--- config.mk ---
export PLATFORM = sky130hd
export DESIGN_NAME = task_dispatcher
export DESIGN_NICKNAME = d
export VERILOG_FILES = /design/src/rtl/task_dispatcher.sv
export SDC_FILE = /design/constraint.sdc
export NUM_CORES = 1
export LEC_CHECK = 0
export CAP_MARGIN = 0
export CORE_ASPECT_RATIO = 2
export CORE_MARGIN = 3
export CORE_UTILIZATION = 45
export DETAILED_ROUTE_END_ITERATION = 10
export PLACE_DENSITY_LB_ADDON = 0.3
export SLEW_MARGIN = 0
export SYNTH_ARGS = -nofsm -noshare
export SYNTH_HDL_FRONTEND = slang
export SYNTH_SLANG_ARGS = --single-unit
--- constraint.sdc ---
create_clock -name clk -period 3.9 [get_ports clk]
set_clock_uncertainty 0.2 [all_clocks]
set_input_delay 0.78 -clock clk [delete_from_list [all_inputs] [get_ports clk]]
set_output_delay 0.78 -clock clk [all_outputs]
set_load 0.03 [all_outputs]
--- src/rtl/task_dispatcher.sv ---
// Task FIFO consumer: decodes push/pop task words and issues them to the PIFO trees.
// Per-tree occupancy counters drop pushes to full trees and pops from empty ones.
module task_dispatcher #(
  parameter int PTW           = 16,
  parameter int MTW           = 16,
  parameter int TREE_NUM      = 4,
  parameter int TREE_NUM_BITS = $clog2(TREE_NUM),
  parameter int TREE_CAP      = 1024,
  parameter int CNT_W         = $clog2(TREE_CAP+1)
) (
  input  logic                          clk,
  input  logic                          rst_n,
  input  logic                          dispatch_en,
  input  logic                          fifo_empty,
  output logic                          fifo_rd_en,
  input  logic [PTW+MTW+TREE_NUM_BITS:0] fifo_dout,
  input  logic [TREE_NUM-1:0]           tree_ready,
  output logic                          tree_push,
  output logic                          tree_pop,
  output logic [TREE_NUM_BITS-1:0]      tree_id,
  output logic [PTW+MTW-1:0]            tree_push_data,
  output logic                          drop_ovf,
  output logic                          drop_unf,
  output logic                          drop_bad_id,
  output logic [TREE_NUM*CNT_W-1:0]     occupancy
);

  localparam int DW = PTW + MTW;
  localparam int W  = DW + TREE_NUM_BITS + 1;

  typedef enum logic [1:0] {
    IDLE,
    FETCH,
    ISSUE
  } state_t;

  state_t                   state;
  logic                     hold_op;
  logic [TREE_NUM_BITS-1:0] hold_id;
  logic [DW-1:0]            hold_data;
  logic [CNT_W-1:0]         cnt [TREE_NUM];

  logic             in_issue;
  logic             id_ok;
  logic [CNT_W-1:0] cur_cnt;
  logic             rdy;
  logic             is_full;
  logic             is_empty;
  logic             fire;
  logic             retire;
  logic             can_rd;

  // Every output is gated by rst_n so nothing escapes during reset.
  always_comb begin
    in_issue       = rst_n && (state == ISSUE);
    id_ok          = int'(hold_id) < TREE_NUM;
    cur_cnt        = id_ok ? cnt[hold_id] : '0;
    rdy            = id_ok && tree_ready[hold_id];
    is_full        = cur_cnt == CNT_W'(TREE_CAP);
    is_empty       = cur_cnt == '0;
    drop_bad_id    = in_issue && !id_ok;
    drop_ovf       = in_issue && id_ok && hold_op && is_full;
    drop_unf       = in_issue && id_ok && !hold_op && is_empty;
    fire           = in_issue && id_ok && rdy &&
                     !(hold_op ? is_full : is_empty);
    retire         = drop_bad_id || drop_ovf || drop_unf || fire;
    can_rd         = rst_n && dispatch_en && !fifo_empty;
    fifo_rd_en     = can_rd && ((state == IDLE) || retire);
    tree_push      = fire && hold_op;
    tree_pop       = fire && !hold_op;
    tree_id        = fire ? hold_id : '0;
    tree_push_data = tree_push ? hold_data : '0;
  end

  always_comb begin
    occupancy = '0;
    for (int i = 0; i < TREE_NUM; i++)
      occupancy[i*CNT_W +: CNT_W] = cnt[i];
  end

  always_ff @(posedge clk) begin
    if (!rst_n) begin
      state     <= IDLE;
      hold_op   <= 1'b0;
      hold_id   <= '0;
      hold_data <= '0;
      for (int i = 0; i < TREE_NUM; i++)
        cnt[i] <= '0;
    end else begin
      unique case (state)
        IDLE: begin
          if (fifo_rd_en)
            state <= FETCH;
        end
        FETCH: begin
          hold_op   <= fifo_dout[W-1];
          hold_id   <= fifo_dout[W-2 -: TREE_NUM_BITS];
          hold_data <= fifo_dout[DW-1:0];
          state     <= ISSUE;
        end
        ISSUE: begin
          if (retire)
            state <= fifo_rd_en ? FETCH : IDLE;
        end
        default: state <= IDLE;
      endcase
      for (int i = 0; i < TREE_NUM; i++)
        if (fire && int'(hold_id) == i)
          cnt[i] <= hold_op ? cnt[i] + CNT_W'(1)
                            : cnt[i] - CNT_W'(1);
    end
  end

endmodule

==> results.cfg <==
[clock_network]
clock_path_buffers = 2
post_cts.resized_instances = 0
cts-htree-levels = 3
post_cts.repair.setup_buffers = 0
clock_sink_count = 83
numCtsBuffers = 9
tritoncts_clock_tree = done
clkSlewWorstSetupHoldPaths_ps = 60
insertion_delay_ps = 330
cts_hold_repair.buffers = 0
root_buffer = sky130_fd_sc_hd__clkbuf_16

[critical_path]
slowest_stage = sky130_fd_sc_hd__mux4_2
number_of_buffer_and_inverter_stages_on_the_critical_path = 2
critPathCaptureType = output pin
criticalPathCategory = primary input to output pin
worst-endpoint-arrival_ps = 2630
startpoint_types = primary input
cpLargestDelayFamily = simple AND/OR/NAND/NOR gates
worst_ep_required_time_ps = 2920
slowest_stage_delay_cp_ps = 460
timing.critical_path.fanout_max = 33
path_cells = clkdlybuf4s50_1 > mux4_2 > and3_1 > and3_4 > and2_2 > buf_4

[timing]
final_max_slew_viol_count = 0
slew-limit-headroom = 0.5295
layout_worst_path_cycle_share = 0.9257
finalWorstPathRequiredPeriod_ps = 3610
setup_total_negative_slack_ps = 0
final-hold-violation-count = 0
tightestPinTransition_ps = 702.5
rsz0062_at_grt = no
setup_violations = 0
max_freq_ghz = 0.2770
final.hold.worst_slack_ps = 263.7

[placement]
place_congestion = 0.8800
place.detailed.hpwl_um = 9899
portBuffers = 125
dp_cells = 796

[pwr]
power_density_nw_per_um2 = 322.7
worst_voltage_drop_across_the_vdd_grid_mv = 0.2176
leakage_nw = 2.660

[die]
initial_utilization = 0.4674
core_area_sq_um = 11010
design.portCount = 127
floorplan.die_area_sq_um = 12840
dieWidth_um = 81.63
rows = 54
chipHeight_um = 157.3

[grt]
total_grt_overflow = 0
grtUsageMet1 = 0.2198
first_global_vias = 4519
globalRoute.busiestLayer = met2
antenna_violations_before_repair = 0
met3_usage = 0.04353
all_layer_gr_usage = 0.2074
wire_length_of_the_first_global_routing_pass_um = 20820
grt_start_max_net_pins = 41
met2_usage = 0.3805

[cells_and_area]
antenna_cells_inserted = 0
final_cell_count_no_fill = 812
nets = 750
final_layout_size_suffix_gt1_frac = 0.1503
area_delta_synth_final_pct = 30.09

[worst_hold_path]
min_path_type = flip-flop to flip-flop

[synth]
synthesis.area_per_instance_sq_um = 9.480
mappedNetlistNets = 626
synth-seq-area-share = 0.4084
yosysTopAreaCellShare = 0.2567
ys_top_cells_by_count = 88 x sky130_fd_sc_hd__nand2_1, 54 x sky130_fd_sc_hd__nor2_1, 44 x sky130_fd_sc_hd__edfxtp_1
synthDominantAreaCellType = sky130_fd_sc_hd__edfxtp_1
synth-warning-count = 0
synth.ff_latch_count = 83
synthArstFlopShare = 0
synth.lib_cells_used.distinct = 56
syn_inst = 543
post_synth_design_cell_area_sq_um = 5147
yosys-top-cells-area = sky130_fd_sc_hd__edfxtp_1 26%, sky130_fd_sc_hd__dfxtp_1 15%, sky130_fd_sc_hd__ha_1 8.8%
synth-edff-count = 44
synthFlopType = sky130_fd_sc_hd__edfxtp_1
synth_most_common_cell = sky130_fd_sc_hd__nand2_1

[job]
timing.max_cap.violations = 0

[route]
wl_per_cell_um = 15.74
dr.first_iter.drc_count = 199
post-route-drc-count = 0
final_routed_wirelength_across_all_metal_layers_um = 12780
drt-pass1-iter-count = 4
dr_total_vias = 4388
detail-route-antenna-nets = 0
vias_cell = 5.404

[status]
status = finished clean
[registers in the layout, summed over array words and instances (netlist names), named ones only]
name       cells
hold_id        2
hold_data     32
cnt           44
state          2
hold_op        1
[where the power goes]
group,leakage (nW),total (mW),switching (mW),internal (mW)
combinational,1.75,0.383,0.200,0.183
clock,0.134,0.798,0.360,0.438
sequential,0.771,0.980,0.0304,0.949
[path summary, 6_finish.rpt]
path,startpoint,to,slack [ps],cells past startpoint
max,tree_ready[0],tree_push_data[0],290,6
min,hold_data[30]$_SDFFE_PN0N_,hold_data[30]$_SDFFE_PN0N_,260,2
max reg2reg,flip-flop,cnt[1][2]$_SDFFCE_PN0P_,930,8
min reg2reg,hold_data[30]$_SDFFE_PN0N_,hold_data[30]$_SDFFE_PN0N_,260,2
[routing by layer]
layer	wire, um	vias up
met3	701	32
met5	0	-
met2	6961	143
met1	4736	2063
met4	378	0
li1	-	2150
[layout make-up]
class | count | area [sq um]
Fill cell | 980 | 4317
Tap cell | 140 | 175.2
Sequential cell | 83 | 2102
Timing Repair Buffer | 137 | 1256
Inverter | 13 | 48.80
Clock buffer | 10 | 229.0
Clock inverter | 6 | 46.29
Multi-Input combinational cell | 423 | 2839
[per-stage QoR]
stage	power (mW)	util	area (sq um)	setup slack, ps
global placement	1.372	0.5830	6421	327.0
floorplan	1.246	-	5147	661.1
detailed placement	1.381	0.5830	6421	288.2
CTS	2.183	0.6080	6696	273.9
global route	2.254	0.6080	6696	175.1
finish	2.161	0.6080	6696	289.9
[cell families after synthesis]
kind of cell	after synthesis	share of synthesized area
flip-flops	83	0.4084
buffers and inverters	37	0.04059
XOR/XNOR	38	0.06466
multiplexers	4	0.01021
AND/OR/NAND/NOR	224	0.2195
adder cells (fa/ha/maj)	40	0.1031
AO/OA/AOI/OAI	116	0.1529
other	1	0.0007285
[placed cells by master, fill, tap and decap left out, drive strengths merged, types with 6 or more instances in the layout]
| master | instances |
|---|---|
| a21oi | 27 |
| nor2b | 6 |
| xor2 | 20 |
| and2 | 33 |
| nand3 | 9 |
| nor2 | 54 |
| a21boi | 35 |
| edfxtp | 44 |
| dfxtp | 39 |
| xnor2 | 18 |
| a21o | 7 |
| clkbuf | 10 |
| nand2 | 88 |
| and3 | 7 |
| o21ai | 14 |
| buf | 51 |
| inv | 17 |
| clkdlybuf4s50 | 86 |
| ha | 36 |
[tightest hold or removal path, delay by kind of cell (launching register included)]
kind,cells,cell delay (ps)
AO/OA/AOI/OAI,1,60
AND/OR/NAND/NOR,1,40
flip-flops,1,310
No activity file was read; power rests on OpenSTA's default activity.
